### config.mk
export PLATFORM = sky130hd
export DESIGN_NAME = ordered_dither_pipe
export DESIGN_NICKNAME = d
export VERILOG_FILES = /design/src/rtl/ordered_dither_pipe.sv
export SDC_FILE = /design/constraint.sdc
export NUM_CORES = 1
export LEC_CHECK = 0
export BUFFER_PORTS_ARGS = -buffer_cell sky130_fd_sc_hd__buf_2
export CAP_MARGIN = 40
export CORE_MARGIN = 2
export CORE_UTILIZATION = 45
export DETAILED_ROUTE_END_ITERATION = 8
export GPL_ROUTABILITY_DRIVEN = 0
export PLACE_DENSITY = 0.79
export SLEW_MARGIN = 20
export SYNTH_ARGS = -nofsm -noshare
export SYNTH_HDL_FRONTEND = slang
export SYNTH_SLANG_ARGS = --single-unit
### constraint.sdc
create_clock -name clk -period 2.4 [get_ports clk]
set_input_delay 0.36 -clock clk [delete_from_list [all_inputs] [get_ports clk]]
set_output_delay 0.36 -clock clk [all_outputs]
set_load 0.05 [all_outputs]
### src/rtl/ordered_dither_pipe.sv
// Two-stage ordered-dither pipeline: Bayer threshold from pixel coordinates,
// with bypass, colour, mono and frame-rotated colour modes.
module ordered_dither_pipe #(
    parameter int IN_W    = 8,
    parameter int OUT_W   = 4,
    parameter int L       = 2,
    parameter int COORD_W = 10
) (
    input  logic               clk,
    input  logic               reset,
    input  logic               i_valid,
    input  logic               i_frame_start,
    input  logic [1:0]         i_mode,
    input  logic [COORD_W-1:0] x_pixel,
    input  logic [COORD_W-1:0] y_pixel,
    input  logic [IN_W-1:0]    i_r,
    input  logic [IN_W-1:0]    i_g,
    input  logic [IN_W-1:0]    i_b,
    output logic               o_valid,
    output logic [OUT_W-1:0]   o_r,
    output logic [OUT_W-1:0]   o_g,
    output logic [OUT_W-1:0]   o_b,
    output logic [1:0]         o_mode
);
    localparam int T  = 2 * L;
    localparam int D  = IN_W - OUT_W;
    localparam int CW = IN_W + T;
    localparam logic [CW-1:0] RMASK = ((CW'(1) << D) - CW'(1)) << T;

    logic [1:0]      r_mode_q;
    logic [T-1:0]    r_fcnt;
    logic [1:0]      w_mode_e;
    logic [T-1:0]    w_fcnt_e;
    logic [L-1:0]    w_xe;
    logic [L-1:0]    w_ye;
    logic [T-1:0]    w_t;

    logic            r_s1_valid;
    logic [1:0]      r_s1_mode;
    logic [T-1:0]    r_s1_t;
    logic [IN_W-1:0] r_s1_r;
    logic [IN_W-1:0] r_s1_g;
    logic [IN_W-1:0] r_s1_b;

    logic [OUT_W-1:0] w_or;
    logic [OUT_W-1:0] w_og;
    logic [OUT_W-1:0] w_ob;
    logic             w_mono;

    assign w_mode_e = i_frame_start ? i_mode : r_mode_q;
    assign w_fcnt_e = i_frame_start ? r_fcnt + T'(1) : r_fcnt;
    assign o_mode   = r_mode_q;

    // Threshold bits interleave (x^y, y) per coordinate bit, LSB pair first
    always_comb begin
        w_xe = x_pixel[L-1:0];
        w_ye = y_pixel[L-1:0];
        if (w_mode_e == 2'd3) begin
            w_xe = x_pixel[L-1:0] + w_fcnt_e[L-1:0];
            w_ye = y_pixel[L-1:0] + w_fcnt_e[T-1:L];
        end
        w_t = '0;
        for (int b = 0; b < L; b++) begin
            w_t[T-1-2*b] = w_xe[b] ^ w_ye[b];
            w_t[T-2-2*b] = w_ye[b];
        end
    end

    always_ff @(posedge clk or posedge reset) begin
        if (reset) begin
            r_mode_q <= '0;
            r_fcnt   <= '0;
        end else if (i_frame_start) begin
            r_mode_q <= i_mode;
            r_fcnt   <= w_fcnt_e;
        end
    end

    always_ff @(posedge clk or posedge reset) begin
        if (reset) begin
            r_s1_valid <= 1'b0;
            r_s1_mode  <= '0;
            r_s1_t     <= '0;
            r_s1_r     <= '0;
            r_s1_g     <= '0;
            r_s1_b     <= '0;
        end else begin
            r_s1_valid <= i_valid;
            if (i_valid) begin
                r_s1_mode <= w_mode_e;
                r_s1_t    <= w_t;
                r_s1_r    <= i_r;
                r_s1_g    <= i_g;
                r_s1_b    <= i_b;
            end
        end
    end

    // res > (t scaled to D bits) compared exactly as res*2^T > t*2^D
    function automatic logic [OUT_W-1:0] f_dither(
        input logic [IN_W-1:0] c,
        input logic [T-1:0]    t
    );
        logic [CW-1:0]  lhs;
        logic [CW-1:0]  rhs;
        logic [OUT_W:0] sum;
        lhs = (CW'(c) << T) & RMASK;
        rhs = CW'(t) << D;
        sum = {1'b0, c[IN_W-1 -: OUT_W]} + (OUT_W+1)'(lhs > rhs);
        return sum[OUT_W] ? '1 : sum[OUT_W-1:0];
    endfunction

    assign w_mono = r_s1_g[IN_W-1 -: T] > r_s1_t;

    always_comb begin
        w_or = f_dither(r_s1_r, r_s1_t);
        w_og = f_dither(r_s1_g, r_s1_t);
        w_ob = f_dither(r_s1_b, r_s1_t);
        case (r_s1_mode)
            2'd0: begin
                w_or = r_s1_r[IN_W-1 -: OUT_W];
                w_og = r_s1_g[IN_W-1 -: OUT_W];
                w_ob = r_s1_b[IN_W-1 -: OUT_W];
            end
            2'd2: begin
                w_or = {OUT_W{w_mono}};
                w_og = {OUT_W{w_mono}};
                w_ob = {OUT_W{w_mono}};
            end
            default: ;
        endcase
    end

    always_ff @(posedge clk or posedge reset) begin
        if (reset) begin
            o_valid <= 1'b0;
            o_r     <= '0;
            o_g     <= '0;
            o_b     <= '0;
        end else begin
            o_valid <= r_s1_valid;
            if (r_s1_valid) begin
                o_r <= w_or;
                o_g <= w_og;
                o_b <= w_ob;
            end
        end
    end
endmodule

Yosys cells after proc, flatten, opt, wreduce, memory -nomap -nowiden
Index checks and enable logic that the tools add are counted.
{"block": "word_totals", "register_bits": 50, "inputBits": 50, "output_inout_bits": 15, "word_cells": 37}
{"block": "classes", "n_addsub": 6, "order_cmp": 4, "eq_ne": 2, "muxes": 10, "bitwise": 2, "n_reduce_logical": 1}
{"operator": "greater-than comparator 8 bit", "count": 3}
{"operator": "case mux 4 bit (2 select lines)", "count": 3}
{"operator": "2-to-1 mux 4 bit", "count": 4}
{"operator": "adder 4 x 1 -> 5 bit", "count": 3}
{"operator": "2-to-1 mux 2 bit", "count": 3}
{"operator": "adder 2 bit", "count": 2}
{"operator": "adder 4 x 1 -> 4 bit (second input constant)", "count": 1}
{"operator": "equality test 2 bit (second input constant)", "count": 2}
{"operator": "greater-than comparator 4 bit", "count": 1}
{"operator": "logical NOT 2 bit", "count": 1}
{"operator": "XOR 1 bit", "count": 2}

Depth between registers and ports, before layout
Gate-level depths: netlist of the first run.
{"block": "logic_depth", "ltp_word": 5, "ltp_mapped": 13, "ltp_nobuf": 13}

Worst setup path before layout of the first run
No wires, ideal clock.
{"block": "synth_path", "path_type": "register -> register", "startpoint": "register r_s1_t[1]", "endpoint": "register o_g[3]", "setup_ns": 0.137, "arrival_ns": 2.022, "t_required_ns": 2.263, "path_slack_ns": 0.241, "path_stages_with_launch": 14, "n_path_buf": 0, "synth_period_minus_slack_ns": 2.159, "cell_sequence": "dfrtp_1 -> inv_1 -> ha_1 -> nor2b_1 -> o21ai_0 -> nand2b_1 -> a21oi_1 -> a41oi_1 -> ha_1 -> ha_1 -> nor3_1 -> a21oi_1 -> a22oi_1 -> a21oi_1"}
{"block": "synth_via", "elab_chain_cells": 4, "elab_cells_between_ends": 5, "classes_between": "add/sub: 1; order compare: 2; mux: 2"}
{"item": "start, declared", "line": "40", "source": "logic [T-1:0] r_s1_t;"}
{"item": "start signal, assigned", "line": "91", "source": "r_s1_t <= w_t;"}
{"item": "greater-than comparator 8 bit", "line": "109", "source": "sum = {1'b0, c[IN_W-1 -: OUT_W]} + (OUT_W+1)'(lhs > rhs);"}
{"item": "adder 4 x 1 -> 5 bit", "line": "109"}
{"item": "2-to-1 mux 4 bit", "line": "110", "source": "return sum[OUT_W] ? '1 : sum[OUT_W-1:0];"}
{"item": "case mux 4 bit (2 select lines) (*)", "line": "119", "source": "case (r_s1_mode)"}
{"item": "end signal, assigned", "line": "144", "source": "o_g <= w_og;"}
{"item": "end, declared", "line": "21", "source": "output logic [OUT_W-1:0] o_g,"}
Mark *: on every way between the ends. The rest lies on a longest branch, timed or not.
A chain may end at the register's enable or synchronous reset.

Worst setup path after layout of the first run
{"block": "layout_path", "startpoint": "register r_s1_t[1]", "endpoint": "register o_r[3]"}
{"block": "layout_via", "elab_chain_cells": 4, "elab_cells_between_ends": 5, "classes_between": "add/sub: 1; order compare: 2; mux: 2"}
{"item": "greater-than comparator 8 bit", "line": "109"}
{"item": "adder 4 x 1 -> 5 bit", "line": "109"}
{"item": "2-to-1 mux 4 bit", "line": "110"}
{"item": "case mux 4 bit (2 select lines) (*)", "line": "119"}
{"item": "end signal, assigned", "line": "143", "source": "o_r <= w_or;"}
{"item": "end, declared", "line": "20", "source": "output logic [OUT_W-1:0] o_r,"}
Marks and branches as above.

==> results of run 1 <==
power groups by stage:
| stage | combinational [mW] | clock (mW) | sequential, mW |
|---|---|---|---|
| floorplan | 0.649 | 0 | 1.33 |
| global placement | 1.06 | 0 | 1.14 |
| detailed placement | 1.11 | 0 | 1.15 |
| CTS | 1.12 | 0.590 | 1.14 |
| global route | 1.27 | 0.633 | 1.16 |
| finish | 1.14 | 0.579 | 1.13 |
worst min-delay path: stages:
cell and delay, ns:
buf_2 0.10, inv_2 0.04, buf_4 0.49
registers in the layout, summed over array words and instances, names as in the netlist:
register    flops
o_b             4
r_s1_t          4
r_s1_b          8
o_valid         1
r_s1_valid      1
o_r             4
r_s1_g          8
o_g             4
r_s1_mode       2
o_mode          2
r_s1_r          8
r_fcnt          4
per-stage QoR:
stage | area (µm²) | power [mW] | utilization
finish | 3151 | 2.853 | 0.5417
global route | 3151 | 3.057 | 0.5417
CTS | 3110 | 2.848 | 0.5349
detailed placement | 3004 | 2.264 | 0.5166
global placement | 3004 | 2.207 | 0.5166
floorplan | 2674 | 1.976 | -
what timing repair did:
| item | 4_1_cts | 5_1_grt |
|---|---|---|
| buffers inserted | 0 | 2 |
| setup endpoints to repair | 2 | 10 |
| pin swaps | 0 | 4 |
| gates resized for setup | 1 | 12 |
| hold buffers | 0 | 0 |
| cloned | 0 | 0 |
worst min-delay path by stage:
stage	depth (start not counted)	end	slack (ns)
6_report	3	r_s1_r[3]	0.21
3_3_place_gp	2	r_s1_t[1]	0.47
4_1_cts	3	r_fcnt[3]	0.24
2_1_floorplan	0	r_s1_valid	0.39
3_5_place_dp	2	r_s1_t[1]	0.49
5_1_grt	3	r_s1_t[3]	0.27
Yosys cell counts, drive strengths merged:
master   n  area [µm²]
o21ai   16       80.08
a21o     3       22.52
and3     4       25.02
a22oi    2       15.01
a21oi   16       80.08
nor3     3       15.01
xnor2    7       68.82
mux2    23       259.0
a41oi    5       43.79
nand2   19       71.32
o31ai    1       12.51
clkbuf   8       30.03
a32o     1       10.01
nand4    3       33.78
o211ai   1       7.510
a31oi    8       50.05
a32oi    1       8.760
inv     14       52.55
nor2b    6       37.54
nand3    3       15.01
xor2     4       35.03
dfrtp   50        1251
xnor3    1       22.52
o221ai   1       8.760
nand2b   3       18.77
ha      25       312.8
buf      1       11.26
nor2    20       75.07
cell type report:
cell class                 count  area (µm²)  share of cell area
clock buffer                   7       76.32             0.02423
timing repair buffer          55       292.8             0.09293
sequential                    50        1251              0.3971
multi-input combinational    176        1354              0.4297
clock inverter                 1       30.03            0.009531
tap                           75       93.84             0.02979
inverter                      14       52.55             0.01668
routing by layer:
layer / share of wire / up-vias / track usage
li1: - / 987 / -
met1: 0.45 / 968 / 0.2281
met2: 0.50 / 43 / 0.3041
met3: 0.038 / 11 / 0.03778
met4: 0.020 / 0 / 0.07458
met5: 0 / - / 0
cell usage in the layout (no fill, tap or decap), types with 7 or more instances in the layout:
master,Yosys,final
a21oi_1,16,16
a31oi_1,8,8
buf_2,0,48
buf_4,0,7
dfrtp_1,50,50
ha_1,25,19
inv_1,14,12
mux2_2,22,22
nand2_1,19,19
nor2_1,20,20
o21ai_0,16,12
kinds of logic after synthesis:
kind of cell / after synthesis
adders and majority gates: 25
muxes: 23
and+or+nand+nor: 61
buffers and inverters: 23
AOI/OAI and AO/OA: 55
DFF: 50
xor gates and xnor gates: 12
==> metrics.md, run 1 <==
| Metric | Value |
|---|---|
| Share of layout cells above drive strength 1 | 0.3168 |
| Vias in the first global route | between 2000 and 2500 |
| Initial DRC Count | 122 |
| RSZ-0062 raised after global routing | yes |
| Netlist cell types | 31 |
| Maximum number of pins on one net before global-route repair | 51 |
| Req. time, crit path | 2.59 ns |
| DRT Pass-1 Iters | 4 |
| Clk slew on worst S/H paths | 0.09 ns |
| Net Count, Synth | about 320 |
| Die Area | between 6000 and 7000 µm² |
| Slowest cell on the critical path | dfrtp_1 |
| Critical register-to-register path startpoint | r_s1_t[1] |
| Fin. max-slew vios | 0 |
| Post-Syn Instances | approximately 250 |
| Register area share after synthesis | 0.4679 |
| Final Setup Violations | 0 |
| Synth Area in Compound Gates | 0.1268 |
| Final Skew | 0.009165 ns |
| Status | finished, final reports clean |
| Die height | 81.09 µm |
| Final ANT Viol Nets | 0 |
| R2R Setup Slk | 0.13 ns |
| Via density | between 5 and 6 |
| Final-layout fill cell count | 530 |
| Mapped cell area | 2674 µm² |
| PnR worst setup slack | 0.1285 ns |
| Clock share of power | 0.203 |
| WL per Instance | roughly 14 µm |
| Buf/Inv on CP | 1 |
| Clk sinks | 50 |
| Worst Setup SP | r_s1_t[1] |
| Detailed-placement wirelength estimate | 4.000 mm |
| Max Fclk | 0.4402 GHz |
| CP dominant cell by count | a21oi_1 |
| Switching power | 1.054 mW |
| Initial Util | 0.4598 |
| Critical Path Source Type | flip-flop |
| IO Pins | 65 |
| Core area | 5816 µm² |
| CTS H-tree depth | 2 |
| Nets | 377 |
| Crit path max-delay family | adder cells |
| Synthesized-area fraction occupied by adder cells | 0.1170 |
| Die X | 81.09 µm |
| Cells after DPL | 368 |
| Syn. warnings | 0 |
| Crit Path Category | flip-flop to flip-flop |
| Critical path depth | 13 |
| Crit-path max cell delay | 0.39 ns |
| Post-synthesis mux area share | 0.09686 |
| Worst reg-to-reg path cell count | 13 |
| Non-Filler Instances | between 300 and 400 |
| Placement Setup Slack | between 0.009 and 0.01 ns |
| Clk buf depth | 2 |
| Tcrit/Tclk final | 0.9465 |
| Post-synthesis simple-gate area fraction | 0.1090 |
| Row cnt | 28 |
| Avg Cell Area, Syn | 10.74 µm² |
| Syn-to-layout area delta | 17.83% |
| Critical path endpoint | o_r[3] |
| CTS tree | done |
| Port bufs | 48 |
| Diode count | 0 |
| Post-synthesis xor/xnor area fraction | 0.04726 |
| Total leakage power | between 1 and 1.5 nW |
| Worst EP arrival | 2.46 ns |
| Worst-skew pair later-pin latency | 0.30 ns |
| Flop pwr share | 0.398 |
| Initial antenna violation count | 0 |
| PD cells | 905.5 nW/µm² |
| Maximum VDD drop | 0.0003615 V |
| Switching part of the total | 0.3696 |
| FF+latch count, synth | 50 |
| Max_cap viols | 0 |
| Worst Hold Class | input pin to asynchronous set/reset pin |
| Largest family of logic cells by synthesized area | compound AO/OA/AOI/OAI gates |
| GRT Util Overall | 0.1813 |
| FF-to-FF End | o_r[3] |
| Setup TNS | 0 ns |
| Tmin final | ~2.3 ns |
| P_int | 1.798 mW |
| CTS Buf Count | 5 |
| First-pass GRT wire length | about 9.1 mm |
| Fin. Hold Viols | 0 |
| Worst path cell trace | inv_2 -> ha_1 -> nor2b_1 -> o21ai_1 -> nand2b_1 -> a21oi_1 -> a41oi_1 -> ha_2 -> ha_2 -> nor3_1 -> a21oi_1 -> a22oi_1 -> a21oi_1 |
| Vias | around 2000 |
| Max transition margin | 0.5196 |
| Combinational power share | 0.399 |
| Worst-margin pin slew | 0.7206 ns |
| DRC | 0 |
| CP max FO | 4 |
| Clock Tree Root | clkbuf_8 |
| Final WL | 5.361 mm |
| Critical Path End Type | flip-flop |
| Grt total ovfl | 0 |
| Hold WS | 0.2087 ns |
No activity file was read; power rests on OpenSTA's default activity.
==> run 2, diff against run 1 <==
==> constraint.sdc (replaced) <==
create_clock -name clk -period 2.13 [get_ports clk]
set_input_delay 0.3195 -clock clk [delete_from_list [all_inputs] [get_ports clk]]
set_output_delay 0.3195 -clock clk [all_outputs]
set_load 0.05 [all_outputs]
==> metrics.md, run 2 (synthesized netlist as in run 1, its figures left out) <==
| Metric | Value |
|---|---|
| Worst Hold Class | input pin to asynchronous set/reset pin |
| IO Pins | 65 |
| R2R Setup Slk | -0.07 ns |
| Commonest non-fill, non-tap cell in the layout | dfrtp_1 |
| Total leakage power | around 1.6 nW |
| Vias in the first global route | between 2000 and 2500 |
| Final Skew | between 0.01 and 0.015 ns |
| Req. time, crit path | 2.35 ns |
| Vias | approximately 2100 |
| Die X | 81.09 µm |
| CTS tree | done |
| Share of layout cells above drive strength 1 | 0.4199 |
| Initial DRC Count | 140 |
| Clk slew on worst S/H paths | 0.08 ns |
| DP Area | 3074 µm² |
| Crit Path Category | flip-flop to flip-flop |
| Hold buffers post-CTS | 0 |
| GRT Util Overall | 0.1892 |
| Final Instance Area | 3427 µm² |
| Worst-margin pin slew | 0.7115 ns |
| Clock Tree Root | clkbuf_8 |
| Non-Filler Instances | 387 |
| Nets | 387 |
| Worst-skew pair later-pin latency | approximately 0.3 ns |
| First-pass GRT wire length | 9.508 mm |
| FF-to-FF End | o_r[1] |
| Failing checks | setup timing |
| Maximum VDD drop | 0.0005337 V |
| Max Fclk | 0.4544 GHz |
| PD cells | 1024 nW/µm² |
| RSZ-0062 raised after global routing | yes |
| Final ANT Viol Nets | 0 |
| Critical register-to-register path startpoint | r_s1_t[1] |
| Commonest cells after routing, fill and taps aside | 50 x dfrtp_1, 48 x buf_2, 22 x mux2_2, 20 x nor2_1, 19 x nand2_1 |
| Initial Util | 0.4598 |
| DRT Pass-1 Iters | 4 |
| Final Setup Violations | 8 |
| Initial antenna violation count | 0 |
| Worst EP arrival | approximately 2.4 ns |
| Largest registers | r_s1_b x8, r_s1_g x8, r_s1_r x8 |
| CTS Buf Count | 5 |
| Critical Path Source Type | flip-flop |
| Critical Path End Type | flip-flop |
| Row cnt | 28 |
| WL per Instance | 14.80 µm |
| Status | finished with violations |
| Final core occ | 0.5893 |
| Tcrit/Tclk final | 1.033 |
| Total power | 3.510 mW |
| Fin. Hold Viols | 0 |
| Crit-path max cell delay | 0.39 ns |
| Detailed-placement wirelength estimate | 3.974 mm |
| Slowest cell on the critical path | dfrtp_1 |
| Core area | between 5000 and 6000 µm² |
| PnR worst setup slack | -0.07070 ns |
| Setup TNS | -0.2299 ns |
| Cells after DPL | 375 |
| Worst reg-to-reg path cell count | 12 |
| Maximum number of pins on one net before global-route repair | 37 |
| Die height | 81.09 µm |
| DRC | 0 |
| Die Area | 6575 µm² |
| Clk buf depth | 2 |
| Fin. max-slew vios | 0 |
| Via density | 5.354 |
| Buf/Inv on CP | 1 |
| Grt total ovfl | 0 |
| Placement Setup Slack | -0.1769 ns |
| CTS H-tree depth | 2 |
| Final-layout fill cell count | 504 |
| Final WL | between 5 and 6 mm |
| Syn-to-layout area delta | 28.17% |
| CP dominant cell by count | ha_4 |
| Hold WS | roughly 0.046 ns |
| Clk sinks | 50 |
| CP max FO | 4 |
| Worst path cell trace | inv_4 -> ha_4 -> nor2b_4 -> o21ai_2 -> nand2b_1 -> a21oi_2 -> a41oi_2 -> ha_2 -> ha_4 -> and3_4 -> o21ai_1 -> a31oi_1 |
| Max transition margin | 0.5257 |
| Tmin final | 2.201 ns |
| Crit path max-delay family | adder cells |
| Port bufs | 48 |
| Diode count | 0 |
| Max_cap viols | 0 |
run 2: changes by cell type in the layout (fill, tap and decap cells not counted), moves of 5 or more:
cell / before / now
buf_4: 7 / 16
ha_1: 19 / 14
o21ai_0: 12 / 6
ha_4: 0 / 7
run 2: layout make-up:
cell class | instances | area [µm²] | area share
clock buffers | 6 | 82.58 | 0.02410
clock inverters | 1 | 30.03 | 0.008762
inverters | 14 | 55.05 | 0.01606
multi-input cells | 176 | 1534 | 0.4476
flip-flops and latches | 50 | 1251 | 0.3651
well taps | 75 | 93.84 | 0.02738
repair buffers | 65 | 380.4 | 0.1110
run 2: power by group:
part           leakage [nW]  internal [mW]  switching (mW)
combinational         0.921          0.725           0.834
clock                0.0573          0.376           0.294
sequential            0.584           1.12           0.158
run 2: worst max-delay path by stage:
| stage | slack (ns) | start | end | cells past startpoint |
|---|---|---|---|---|
| CTS | -0.04 | r_s1_t[1] | o_g[3] | 13 |
| global route | -0.18 | r_s1_t[1] | o_r[3] | 13 |
| detailed placement | -0.18 | r_s1_t[1] | o_b[3] | 13 |
| finish | -0.07 | r_s1_t[1] | o_r[1] | 12 |
| global placement | -0.10 | r_s1_t[1] | o_g[3] | 13 |
| floorplan | 0.01 | r_fcnt[0] | r_s1_t[1] | 9 |
run 2: per-layer routing:
layer | wire length [µm] | vias to the layer above | GRT usage
met4 | 98 | 0 | 0.06610
met5 | 0 | - | 0
li1 | - | 1004 | -
met3 | 252 | 9 | 0.03667
met2 | 2897 | 48 | 0.3198
met1 | 2476 | 1011 | 0.2426
run 2: timing repair:
action                                  CTS  global route
resized for setup                        31            13
endpoints found under the setup margin   13            12
pin swaps                                19            13
setup buffers                             2             3
==> run 3, diff against run 2 <==
--- a/config.mk
+++ b/config.mk
@@ -5,7 +5,7 @@
 export SDC_FILE = /design/constraint.sdc
 export NUM_CORES = 1
 export LEC_CHECK = 0
-export BUFFER_PORTS_ARGS = -buffer_cell sky130_fd_sc_hd__buf_2
+export BUFFER_PORTS_ARGS = -buffer_cell sky130_fd_sc_hd__clkbuf_2
 export CAP_MARGIN = 40
 export CORE_MARGIN = 2
 export CORE_UTILIZATION = 45
==> metrics.md, run 3 (synthesized netlist as in run 1, its figures left out) <==
| Metric | Value |
|---|---|
| PD cells | 1006 nW/µm² |
| Row cnt | 28 |
| Maximum number of pins on one net before global-route repair | 32 |
| Clock Tree Root | clkbuf_8 |
| Die height | 81.09 µm |
| Critical Path Source Type | flip-flop |
| Switching power | 1.312 mW |
| Share of layout cells above drive strength 1 | 0.4185 |
| Final Setup Violations | 12 |
| Maximum VDD drop | 0.0006027 V |
| Setup TNS | -1.142 ns |
| Clk slew on worst S/H paths | 0.09 ns |
| Req. time, crit path | 2.37 ns |
| Switching part of the total | 0.3829 |
| Initial Util | 0.4598 |
| Worst-margin pin slew | 0.7539 ns |
| First-pass GRT wire length | 9.246 mm |
| CTS H-tree depth | 2 |
| Detailed-placement wirelength estimate | 3.984 mm |
| Die Area | 6575 µm² |
| IO Pins | 65 |
| Initial DRC Count | 74 |
| Initial antenna violation count | 0 |
| DRT Pass-1 Iters | 4 |
| Nets | 387 |
| Core area | 5816 µm² |
| Final ANT Viol Nets | 0 |
| Total leakage power | 1.561 nW |
| Largest registers | r_s1_b x8, r_s1_g x8, r_s1_r x8 |
| Diode count | 0 |
| Vias | 2087 |
| Combinational power share | 0.456 |
| Port bufs | 48 |
| Syn-to-layout area delta | 27.37% |
| Fin. Hold Viols | 0 |
| Grt total ovfl | 0 |
| Commonest cells after routing, fill and taps aside | 50 x dfrtp_1, 48 x clkbuf_2, 22 x mux2_2, 20 x nor2_1, 19 x nand2_1 |
| Final WL | 5.659 mm |
| Via density | 5.379 |
| Failing checks | setup timing |
| Fin. max-slew vios | 0 |
| Status | finished with violations |
| Die X | 81.09 µm |
| PnR worst setup slack | -0.1692 ns |
| Final core occ | 0.5856 |
| Final Skew | 0.006787 ns |
| Clk buf depth | 2 |
| Critical Path End Type | flip-flop |
| DRC | 0 |
| Commonest non-fill, non-tap cell in the layout | dfrtp_1 |
| GRT Util Overall | 0.1845 |
| WL per Instance | 14.59 µm |
| Tcrit/Tclk final | 1.079 |
| Worst EP arrival | 2.53 ns |
| CTS tree | done |
| Max Fclk | 0.4349 GHz |
| Vias in the first global route | between 2000 and 2500 |
| Crit Path Category | flip-flop to flip-flop |
| Worst Hold Class | input pin to asynchronous set/reset pin |
| Max transition margin | 0.4974 |
| RSZ-0062 raised after global routing | yes |
| Tmin final | around 2.3 ns |
| Hold WS | 0.03031 ns |
| Clk sinks | 50 |
| Worst-skew pair later-pin latency | approximately 0.31 ns |
| Clock share of power | 0.167 |
| Max_cap viols | 0 |
| CP max FO | 4 |
| Flop pwr share | 0.378 |
| P_int | 2.114 mW |
| CTS Buf Count | 5 |
run 3: through the flow:
stage	cell area (µm²)	worst slack, ns	instances	power [mW]
after CTS	3348	-0.07275	385	3.350
after floorplan	2679	0.01140	249	2.230
final	3406	-0.1692	388	3.426
after global routing	3406	-0.2797	388	3.650
after global placement	3067	-0.1077	374	2.536
after detailed placement	3067	-0.2125	374	2.599
run 3: layout make-up:
class / count / area, µm²
Multi-Input combinational cell: 176 / 1530
Clock buffer: 6 / 82.58
Fill cell: 519 / 2410
Sequential cell: 50 / 1251
Timing Repair Buffer: 65 / 380.4
Clock inverter: 2 / 12.51
Inverter: 14 / 55.05
Tap cell: 75 / 93.84
run 3: critical path, stage by stage (launching register included):
cell and delay [ns]:
dfrtp_1 0.42, inv_4 0.08, buf_4 0.14, ha_4 0.25
nor2b_4 0.13, o21ai_1 0.07, nand2b_1 0.09, a21oi_2 0.06
a41oi_2 0.16, ha_2 0.25, ha_4 0.16, and3_4 0.17
o21ai_0 0.07, a31oi_1 0.18
run 3: final timing paths:
kind	from	end	slack (ns)	cells after the start
max	r_s1_t[1]	o_b[0]	-0.17	13
min	reset	o_b[3]	0.03	2
max reg2reg	r_s1_t[1]	o_b[0]	-0.17	13
min reg2reg	o_g[2]	o_g[2]	0.53	2
max in group asynchronous	reset	r_s1_r[1]	1.58	3
min in group clk	i_r[0]	r_s1_r[0]	0.23	3
run 3: what timing repair did:
item                                    4_1_cts  5_1_grt
gates resized for setup                      36        8
pin swaps                                    21        9
setup buffers                                 3        3
cloned                                        0        0
endpoints found under the setup margin       13       12
hold buffers                                  0        0
run 3: power by group through the flow:
stage | combinational [mW] | sequential (mW) | clock, mW
final | 1.56 | 1.29 | 0.571
after global routing | 1.71 | 1.32 | 0.620
after floorplan | 0.734 | 1.50 | 0
after detailed placement | 1.31 | 1.29 | 0
after CTS | 1.48 | 1.29 | 0.584
after global placement | 1.25 | 1.28 | 0
run 3: layer usage:
| layer | vias to the layer above | part of all wire | track usage |
|---|---|---|---|
| met5 | - | 0 | 0 |
| met4 | 0 | 0.015 | 0.06780 |
| met1 | 1030 | 0.43 | 0.2171 |
| met2 | 49 | 0.51 | 0.3264 |
| met3 | 9 | 0.047 | 0.04444 |
| li1 | 999 | - | - |
